`config.mk`:
```
export PLATFORM = sky130hd
export DESIGN_NAME = acc_alu_n_flat
export DESIGN_NICKNAME = d
export VERILOG_FILES = /design/src/rtl/acc_alu_n_if.sv /design/src/rtl/acc_alu_n.sv /design/src/flat_wrapper.sv
export SDC_FILE = /design/constraint.sdc
export NUM_CORES = 1
export LEC_CHECK = 0
export CAP_MARGIN = 25
export CORE_MARGIN = 4
export CORE_UTILIZATION = 40
export CTS_CLUSTER_SIZE = 12
export DETAILED_ROUTE_END_ITERATION = 6
export PLACE_DENSITY = 0.57
export SLEW_MARGIN = 20
export SYNTH_ARGS = -nofsm -noshare
export SYNTH_HDL_FRONTEND = slang
export SYNTH_SLANG_ARGS = --single-unit
```
`constraint.sdc`:
```
create_clock -name Clk -period 3.9 [get_ports Clk]
set_input_delay 0.585 -clock Clk [delete_from_list [all_inputs] [get_ports Clk]]
set_output_delay 0.585 -clock Clk [all_outputs]
set_load 0.03 [all_outputs]
```
`src/rtl/acc_alu_n_if.sv`:
```
// Command/result bundle for the acc_alu_n accumulator ALU.
// master drives operands and commands; slave (the ALU) returns the accumulator and status.
`timescale 1ns/1ps
interface acc_alu_n_if #(
    parameter int WIDTH = 8
);
    logic [WIDTH-1:0] BusOut;
    logic             Wen;
    logic             INC;
    logic [3:0]       alu_op;
    logic [WIDTH-1:0] dout;
    logic             Z;
    logic             N;
    logic             C;
    logic             V;
    logic             busy;
    logic             done;

    modport master (
        output BusOut, Wen, INC, alu_op,
        input  dout, Z, N, C, V, busy, done
    );

    modport slave (
        input  BusOut, Wen, INC, alu_op,
        output dout, Z, N, C, V, busy, done
    );
endinterface

```
`src/rtl/acc_alu_n.sv`:
```
// Accumulator ALU with single-cycle ops, multi-cycle barrel-free shifts and an optional
// shift-add multiplier (op 9), which is only built when ACC_ALU_N_MUL_EN is defined.
`timescale 1ns/1ps
module acc_alu_n #(
    parameter int WIDTH = 8
) (
    input logic        Clk,
    input logic        RST,
    acc_alu_n_if.slave bus
);
    localparam int               CW      = $clog2(WIDTH + 1);
    localparam logic [CW-1:0]    CNT_MAX = CW'(WIDTH);
    localparam logic [WIDTH-1:0] WIDTH_W = WIDTH'(WIDTH);
    localparam int               M       = WIDTH - 1;

    localparam logic [3:0] OP_PASS = 4'd0;
    localparam logic [3:0] OP_ADD  = 4'd1;
    localparam logic [3:0] OP_SUB  = 4'd2;
    localparam logic [3:0] OP_AND  = 4'd3;
    localparam logic [3:0] OP_OR   = 4'd4;
    localparam logic [3:0] OP_XOR  = 4'd5;
    localparam logic [3:0] OP_NOT  = 4'd6;
    localparam logic [3:0] OP_SHL1 = 4'd7;
    localparam logic [3:0] OP_SHR1 = 4'd8;
`ifdef ACC_ALU_N_MUL_EN
    localparam logic [3:0] OP_MUL  = 4'd9;
`endif
    localparam logic [3:0] OP_SHLN = 4'd10;
    localparam logic [3:0] OP_SHRN = 4'd11;

    typedef enum logic [1:0] {S_IDLE, S_EXEC, S_DONE} state_t;
    typedef enum logic [1:0] {M_SHL, M_SHR, M_MUL} mop_t;

    state_t           state_q, state_d;
    mop_t             mop_q, mop_d;
    logic [WIDTH-1:0] ac_q, ac_d;
    logic             z_q, z_d, n_q, n_d, c_q, c_d, v_q, v_d;
    logic [CW-1:0]    cnt_q, cnt_d;
    logic [WIDTH-1:0] sh_q, sh_d;
`ifdef ACC_ALU_N_MUL_EN
    logic [2*WIDTH-1:0] mcand_q, mcand_d;
    logic [WIDTH-1:0]   mplier_q, mplier_d;
    logic [2*WIDTH-1:0] prod_q, prod_d;
    logic [2*WIDTH-1:0] prod_next;
`endif

    logic [WIDTH:0]   add_r, sub_r, inc_r;
    logic [WIDTH-1:0] sh_next;
    logic             sh_bit;
    logic [CW-1:0]    shift_n;
    logic             wr;
    logic [WIDTH-1:0] res;
    logic             cf, vf;

    assign add_r   = {1'b0, ac_q} + {1'b0, bus.BusOut};
    assign sub_r   = {1'b0, ac_q} - {1'b0, bus.BusOut};
    assign inc_r   = {1'b0, ac_q} + (WIDTH + 1)'(1);
    assign shift_n = (bus.BusOut >= WIDTH_W) ? CNT_MAX : bus.BusOut[CW-1:0];

    always_comb begin
        state_d = state_q;
        mop_d   = mop_q;
        ac_d    = ac_q;
        z_d     = z_q;
        n_d     = n_q;
        c_d     = c_q;
        v_d     = v_q;
        cnt_d   = cnt_q;
        sh_d    = sh_q;
`ifdef ACC_ALU_N_MUL_EN
        mcand_d   = mcand_q;
        mplier_d  = mplier_q;
        prod_d    = prod_q;
        prod_next = prod_q + (mplier_q[0] ? mcand_q : '0);
`endif
        wr      = 1'b0;
        res     = ac_q;
        cf      = 1'b0;
        vf      = 1'b0;
        sh_next = (mop_q == M_SHR) ? {1'b0, sh_q[M:1]} : {sh_q[M-1:0], 1'b0};
        sh_bit  = (mop_q == M_SHR) ? sh_q[0] : sh_q[M];

        case (state_q)
            S_EXEC: begin
                // Work happens in shadow registers; AC is only written on the final step.
                cnt_d = cnt_q - 1'b1;
`ifdef ACC_ALU_N_MUL_EN
                if (mop_q == M_MUL) begin
                    prod_d   = prod_next;
                    mcand_d  = mcand_q << 1;
                    mplier_d = mplier_q >> 1;
                    if (cnt_q == CW'(1)) begin
                        wr      = 1'b1;
                        res     = prod_next[WIDTH-1:0];
                        cf      = |prod_next[2*WIDTH-1:WIDTH];
                        state_d = S_DONE;
                    end
                end else
`endif
                begin
                    sh_d = sh_next;
                    if (cnt_q == CW'(1)) begin
                        wr      = 1'b1;
                        res     = sh_next;
                        cf      = sh_bit;
                        state_d = S_DONE;
                    end
                end
            end
            default: begin
                state_d = S_IDLE;
                if (bus.Wen) begin
                    case (bus.alu_op)
                        OP_PASS: begin wr = 1'b1; res = bus.BusOut; end
                        OP_ADD: begin
                            wr  = 1'b1;
                            res = add_r[M:0];
                            cf  = add_r[WIDTH];
                            vf  = (ac_q[M] == bus.BusOut[M]) && (add_r[M] != ac_q[M]);
                        end
                        OP_SUB: begin
                            wr  = 1'b1;
                            res = sub_r[M:0];
                            cf  = sub_r[WIDTH];
                            vf  = (ac_q[M] != bus.BusOut[M]) && (sub_r[M] != ac_q[M]);
                        end
                        OP_AND:  begin wr = 1'b1; res = ac_q & bus.BusOut; end
                        OP_OR:   begin wr = 1'b1; res = ac_q | bus.BusOut; end
                        OP_XOR:  begin wr = 1'b1; res = ac_q ^ bus.BusOut; end
                        OP_NOT:  begin wr = 1'b1; res = ~ac_q; end
                        OP_SHL1: begin wr = 1'b1; res = {ac_q[M-1:0], 1'b0}; cf = ac_q[M]; end
                        OP_SHR1: begin wr = 1'b1; res = {1'b0, ac_q[M:1]}; cf = ac_q[0]; end
`ifdef ACC_ALU_N_MUL_EN
                        OP_MUL: begin
                            mop_d    = M_MUL;
                            cnt_d    = CNT_MAX;
                            mcand_d  = {{WIDTH{1'b0}}, ac_q};
                            mplier_d = bus.BusOut;
                            prod_d   = '0;
                            state_d  = S_EXEC;
                        end
`endif
                        OP_SHLN, OP_SHRN: begin
                            mop_d = (bus.alu_op == OP_SHRN) ? M_SHR : M_SHL;
                            sh_d  = ac_q;
                            cnt_d = shift_n;
                            // A zero count still completes through DONE, clearing C.
                            if (shift_n == '0) begin
                                wr      = 1'b1;
                                state_d = S_DONE;
                            end else begin
                                state_d = S_EXEC;
                            end
                        end
                        default: ;
                    endcase
                end else if (bus.INC) begin
                    wr  = 1'b1;
                    res = inc_r[M:0];
                    cf  = inc_r[WIDTH];
                    vf  = ~ac_q[M] & inc_r[M];
                end
            end
        endcase

        if (wr) begin
            ac_d = res;
            z_d  = (res == '0);
            n_d  = res[M];
            c_d  = cf;
            v_d  = vf;
        end
    end

    always_ff @(posedge Clk or posedge RST) begin
        if (RST) begin
            state_q <= S_IDLE;
            mop_q   <= M_SHL;
            ac_q    <= '0;
            z_q     <= 1'b0;
            n_q     <= 1'b0;
            c_q     <= 1'b0;
            v_q     <= 1'b0;
            cnt_q   <= '0;
            sh_q    <= '0;
`ifdef ACC_ALU_N_MUL_EN
            mcand_q  <= '0;
            mplier_q <= '0;
            prod_q   <= '0;
`endif
        end else begin
            state_q <= state_d;
            mop_q   <= mop_d;
            ac_q    <= ac_d;
            z_q     <= z_d;
            n_q     <= n_d;
            c_q     <= c_d;
            v_q     <= v_d;
            cnt_q   <= cnt_d;
            sh_q    <= sh_d;
`ifdef ACC_ALU_N_MUL_EN
            mcand_q  <= mcand_d;
            mplier_q <= mplier_d;
            prod_q   <= prod_d;
`endif
        end
    end

    assign bus.dout = ac_q;
    assign bus.Z    = z_q;
    assign bus.N    = n_q;
    assign bus.C    = c_q;
    assign bus.V    = v_q;
    assign bus.busy = (state_q == S_EXEC);
    assign bus.done = (state_q == S_DONE);
endmodule

```
`src/flat_wrapper.sv`:
```
// flat-port wrapper written by rule: the top's interface ports become plain ports
module acc_alu_n_flat 
#(
    parameter int WIDTH = 8
)
  (Clk, RST, bus_BusOut, bus_Wen, bus_INC, bus_alu_op, bus_dout, bus_Z, bus_N, bus_C, bus_V, bus_busy, bus_done);
  acc_alu_n_if #(.WIDTH(WIDTH)) bus_i ();
  input logic Clk;
  input logic RST;
  input wire logic [$bits(bus_i.BusOut)-1:0] bus_BusOut;
  input wire logic [$bits(bus_i.Wen)-1:0] bus_Wen;
  input wire logic [$bits(bus_i.INC)-1:0] bus_INC;
  input wire logic [$bits(bus_i.alu_op)-1:0] bus_alu_op;
  output wire logic [$bits(bus_i.dout)-1:0] bus_dout;
  output wire logic [$bits(bus_i.Z)-1:0] bus_Z;
  output wire logic [$bits(bus_i.N)-1:0] bus_N;
  output wire logic [$bits(bus_i.C)-1:0] bus_C;
  output wire logic [$bits(bus_i.V)-1:0] bus_V;
  output wire logic [$bits(bus_i.busy)-1:0] bus_busy;
  output wire logic [$bits(bus_i.done)-1:0] bus_done;
  assign bus_i.BusOut = bus_BusOut;
  assign bus_i.Wen = bus_Wen;
  assign bus_i.INC = bus_INC;
  assign bus_i.alu_op = bus_alu_op;
  assign bus_dout = bus_i.dout;
  assign bus_Z = bus_i.Z;
  assign bus_N = bus_i.N;
  assign bus_C = bus_i.C;
  assign bus_V = bus_i.V;
  assign bus_busy = bus_i.busy;
  assign bus_done = bus_i.done;
  acc_alu_n #(.WIDTH(WIDTH)) u_core (.Clk(Clk), .RST(RST), .bus(bus_i));
endmodule
```
* Word level (Yosys, flattened, before mapping)
Cells that the tools add are included.
** Operators by class
- Bitwise gates (word level) :: 7
- Order comparisons :: 1
- Equal/unequal tests :: 19
- Reduce and logical (&&, ||, !) cells :: 11
- Add/subtract/negate cells :: 4
- Mux-type cells :: 35
** Operators with widths (number)
- case mux 8 bit (9 select lines) :: 1
- two-way mux 8 bit :: 8
- == test 4 x 3 -> 1 bit, second input constant :: 4
- two-way mux 4 bit :: 4
- two-way mux 1 bit :: 14
- == test 4 bit, second input constant :: 3
- two-way mux 2 bit :: 5
- adder 8 x 1 -> 9 bit, second input constant :: 1
- adder 8 x 8 -> 9 bit :: 1
- OR reduction 9 bit :: 1
- subtractor 8 x 8 -> 9 bit :: 1
- bitwise AND 8 bit :: 1
- == test 4 x 1 -> 1 bit, second input constant :: 2
- == test 4 x 2 -> 1 bit, second input constant :: 2
- greater-or-equal comparator 8 x 4 -> 1 bit, second input constant :: 1
- logical NOT 4 bit :: 2
- logical NOT 8 bit :: 1
- inverter 8 bit :: 1
- bitwise OR 8 bit :: 1
- bitwise XOR 8 bit :: 1
- == test 2 x 1 -> 1 bit, second input constant :: 2
- case mux 1 bit (2 select lines) :: 2
- case mux 1 bit (4 select lines) :: 1
- nonzero test 2 bit :: 2
- 11 further kinds :: 15
** Storage, ports and cells
- Register bits after elaboration :: 28
- Word-level logic and storage cells :: 86
- Output and inout bits :: 14
- Bits of input ports :: 16

* Logic depth before layout (Yosys ltp)
- Depth after elaboration :: 7
- Mapped depth :: 12
- Depth with buffers taken out :: 11

* Least setup slack after synthesis
OpenSTA, ideal clock, no wires.
- Path type :: reg2reg
- Start point :: reg u_core.ac_q[3], in the netlist u_core.bus.dout[3]
- End point :: reg u_core.z_q, in the netlist u_core.bus.Z
- Clock period less this slack :: 3.110 ns
- Setup slack :: 0.790 ns
- Library setup time :: 0.067 ns
- Cell stages (with the launch flop) :: 12
- Required time :: 3.833 ns
- Arrival time :: 3.043 ns
- Buffers on the path :: 2
- Cell sequence :: dfrtp_1 > clkbuf_1 > inv_1 > ha_1 > buf_6 > or4_4 > a31o_1 > a221o_1 > a221o_1 > and2_1 > nor2_1 > a32o_1
** On the way
- Longest elaborated chain between the ends :: 5
- Elaborated cells on any way between the ends :: 13
- Classes of those cells :: add/sub: 3; mux: 5; bitwise: 4; reduce/logical: 1
** RTL lines
- from (decl) :: line acc_alu_n.sv:36 : logic [WIDTH-1:0] ac_q, ac_d;
- from (signal assigned) :: line acc_alu_n.sv:179 : ac_q <= '0;
- from (signal assigned) :: line acc_alu_n.sv:194 : ac_q <= ac_d;
- subtractor 8 x 8 -> 9 bit (tied with other cells) :: line acc_alu_n.sv:56 : assign sub_r = {1'b0, ac_q} - {1'b0, bus.BusOut};
- case mux 8 bit (9 select lines) or two-way mux 8 bit (tied branches) :: line acc_alu_n.sv:113, acc_alu_n.sv:157
- two-way mux 8 bit :: line acc_alu_n.sv:112 : if (bus.Wen) begin
- two-way mux 8 bit * :: line acc_alu_n.sv:83 : case (state_q)
- logical NOT 8 bit * :: line acc_alu_n.sv:168 : z_d = (res == '0);
- to (signal assigned) :: line acc_alu_n.sv:195 : z_q <= z_d;
- to (decl) :: line acc_alu_n.sv:37 : logic z_q, z_d, n_q, n_d, c_q, c_d, v_q, v_d;
Mark *: on every way between the ends. The rest lies on a longest branch, timed or not.
A chain may end at the register's enable or synchronous reset.

* Final worst setup path
- Start point :: in bus_BusOut[3]
- End point :: reg u_core.z_q, in the netlist u_core.bus.Z
** On the way
- Longest elaborated chain between the ends :: 7
- Elaborated cells on any way between the ends :: 16
- Classes of those cells :: add/sub: 2; order compare: 1; mux: 8; bitwise: 3; reduce/logical: 2
** RTL lines
- from (decl) :: line flat_wrapper.sv:10 : input wire logic [$bits(bus_i.BusOut)-1:0] bus_BusOut;
- greater-or-equal comparator 8 x 4 -> 1 bit :: line acc_alu_n.sv:58 : assign shift_n = (bus.BusOut >= WIDTH_W) ? CNT_MAX : bus.BusOut[CW-1:0];
- two-way mux 4 bit :: line acc_alu_n.sv:58
- logical NOT 4 bit :: line acc_alu_n.sv:148 : if (shift_n == '0) begin
- two-way mux 1 bit :: line acc_alu_n.sv:148
- case mux 1 bit (2 select lines) :: line acc_alu_n.sv:113 : case (bus.alu_op)
- two-way mux 1 bit :: line acc_alu_n.sv:112
- two-way mux 1 bit :: line acc_alu_n.sv:83
Several ways; a longest one is shown, not always the timed one.

==> flow_metrics.tcl <==
set metrics [dict create \
    combPwrFrac_pct 70.6 \
    seqCellArea_um2 651 \
    period_needed_ns 3.39 \
    grt_pass1_vias 3165 \
    cts_setup_buffers 0 \
    die_h_um 99.4 \
    routed_wl_mm 11.0 \
    synth_area_leaders "dfrtp_1 19%, ha_1 10%, o21ai_0 6.0%, a21oi_1 5.2%, nor2_1 4.4%" \
    setup_viol 0 \
    die_area_mm2 0.00988 \
    cp-end-kind "flop" \
    synth_edf_count 0 \
    worst-slew-pin-transition_ns 0.572 \
    synth.distinct_cells 78 \
    p_sw_mw 1.15 \
    grt_max_degree 39 \
    rows 33 \
    ir_drop_uv 312 \
    power_frac_clock_pct 7.0 \
    p_leak_nw 1.60 \
    rsz0062_at_grt "false" \
    arrival_ns 3.60 \
    dr.pass1.iters 5 \
    r2r_slack_ns 0.59 \
    drc 0 \
    p_int_mw 1.04 \
    crit_type "input port to flop" \
    final.setup.tns_ns 0 \
    top_usage_layer "met1" \
    postRouteAntennaNets 0 \
    io_buffers 29 \
    ys_seq_area_share_pct 19.5 \
    num_io_pins 30 \
    cts_max_level 1 \
    synth-main-ff-cell "dfrtp_1" \
    status "finished, final reports clean" \
    cts_hold_buf 0 \
    drive_gt1_share_pct 10.3 \
    syn_inst 436 \
    worstPathMaxFanout 9 \
    async_flop_share_pct 100 \
    use_met2_pct 31.8 \
    cts.repair.resized 0 \
    nFillCells 827 \
    skew_ns 0.00503 \
    syn2layout_area_growth_pct 13.1 \
    cellPowerDensity_mw_per_mm2 579 \
    timing.fmax_ghz 0.295 \
    grtUsageTotal_pct 21.9 \
    final_area_mm2 0.00378 \
    hold_viol 0 \
    yosysTopAreaCell "dfrtp_1" \
    cts.sinks 26 \
    fin_nets 504 \
    wl_per_cell_um 19.5 \
    drt_iter0_drc 404 \
    critPathLaunchType "input port" \
    antenna_cells 0 \
    maxCapViolations 0 \
    yosys.cell_count.top_type "o21ai_0" \
    hp-class "flop to flop" \
    vias 3468 \
    crit_required_ns 4.12 \
    netlist_area_mm2 0.00334 \
    switching_share_pct 52.3 \
    synth_common_cells "40 x o21ai_0, 39 x nor2_1, 35 x a21oi_1, 35 x nand2_1, 31 x inv_1" \
    relSlewSlack_pct 61.7 \
    dpl.hpwl_mm 8.38 \
    use_met3_pct 2.81 \
    coreArea_mm2 0.00818 \
    multiInputGateArea_mm2 0.00236 \
    gr-total-overflow 0 \
    netlist.area_leader.share_pct 19.5 \
    synth_nets 482 \
    drv_slew 0 \
    cts_buffers 3 \
    ys_seq_elements 26 \
    clk_pin_slew_ns 0.09 \
    syn_area_per_cell_um2 7.67 \
    timing.final.crit_share_pct 86.8 \
    worstSkewPairLatency_ns 0.27 \
    initial_core_util_pct 40.9 \
    grt_antenna_before_repair 0 \
    clockBufferDepth 2 \
    grt_pass1_wl_mm 17.4 \
    placed_area_mm2 0.00374 \
    die_x_um 99.4 \
    grtUsageMet1_pct 34.5 \
    root_buffer "clkbuf_8" \
    vias_per_cell 6.18 \
    gp_congestion 0.928 \
    synth_warnings 0 \
    cts_tree "yes" \
    seqPwrFrac_pct 22.4 \
]
## metrics by stage
| stage | cells | util (%) | total power [mW] | worst slack [ns] | hold slack [ns] |
|---|---|---|---|---|---|
| 6_report | 561 | 46.3 | 2.19 | 0.515 | 0.509 |
| 5_1_grt | 561 | 46.3 | 2.36 | 0.371 | 0.540 |
| 4_1_cts | 561 | 46.3 | 2.17 | 0.551 | 0.514 |
| 3_5_place_dp | 558 | 45.8 | 2.01 | 0.277 | 0.484 |
| 3_3_place_gp | 557 | 45.4 | 1.99 | 0.376 | 0.485 |
| 2_1_floorplan | 436 | - | 1.53 | 0.790 | 0.474 |
## worst max-delay path, stage by stage
cell and delay [ns]:
clkdlybuf4s50_1 0.53, inv_1 0.08, ha_1 0.44, nor2b_1 0.09, o21ai_0 0.30, nand2_1 0.11
or2_2 0.28, a2111o_1 0.41, a211o_1 0.31, nor4_1 0.24, a32o_1 0.21
## layout make-up
class	instances	area share, %
inverters	31	3.08
repair buffers	50	12.7
multi-input cells	346	62.5
well taps	105	3.47
clock buffers	3	1.09
flip-flops and latches	26	17.2
## cell usage in the layout, fill, tap and decap left out, drive strengths merged, types with 4 or more instances in the layout
cell	count
nand3	10
and2	4
nand4	5
o21a	4
mux2i	6
ha	28
a221o	7
nor3b	4
o211ai	5
o22ai	7
buf	21
or3	4
nor3	9
o221ai	4
dfrtp	26
nor2b	9
nor2	40
nor4	4
o21ai	41
nand2b	7
nor4b	4
a21oi	36
clkdlybuf4s50	29
nand2	35
mux2	10
a21o	4
inv	31
## cells by family (layout without fill, tap and decap cells)
logic type | count (synthesis) | after routing | share of synthesized area, %
and+or+nand+nor | 151 | 151 | 23.8
AOI/OAI and AO/OA | 148 | 148 | 29.7
muxes | 16 | 16 | 5.16
adders and majority gates | 30 | 30 | 11.7
xor gates and xnor gates | 1 | 1 | 0.262
buffers and inverters | 64 | 84 | 9.88
DFF | 26 | 26 | 19.5
## path summary, 6_finish.rpt
check	from	to	cells after the start
max	bus_BusOut[3]	u_core.bus.Z$_DFFE_PP0P_	11
min	u_core.bus.C$_DFFE_PP0P_	u_core.bus.C$_DFFE_PP0P_	1
max reg2reg	u_core.bus.dout[0]$_DFFE_PP0P_	u_core.bus.Z$_DFFE_PP0P_	11
min reg2reg	u_core.bus.C$_DFFE_PP0P_	u_core.bus.C$_DFFE_PP0P_	1
max in group asynchronous	RST	u_core.bus.dout[0]$_DFFE_PP0P_	3
min in group asynchronous	RST	u_core.bus.dout[6]$_DFFE_PP0P_	2
## layer usage
layer	up-vias	routed length, µm
met3	20	759
met4	0	243
met2	176	4650
li1	1636	-
met1	1636	5310
met5	-	0
## state kept, by name, summed over array words and instances (netlist names)
register	count
u_core.mop_q	1
u_core.cnt_q	4
u_core.bus.dout	7
u_core.bus.N	1
u_core.state_q	2
u_core.sh_q	8
u_core.bus.C	1
u_core.bus.V	1
u_core.bus.Z	1
## power groups by stage
stage | logic [mW] | clock network, mW | registers (mW)
2_1_floorplan | 0.984 | 0 | 0.550
3_3_place_gp | 1.50 | 0 | 0.489
5_1_grt | 1.68 | 0.170 | 0.506
3_5_place_dp | 1.52 | 0 | 0.492
6_report | 1.55 | 0.153 | 0.490
4_1_cts | 1.52 | 0.159 | 0.487
Power figures use the tool's default switching activity.
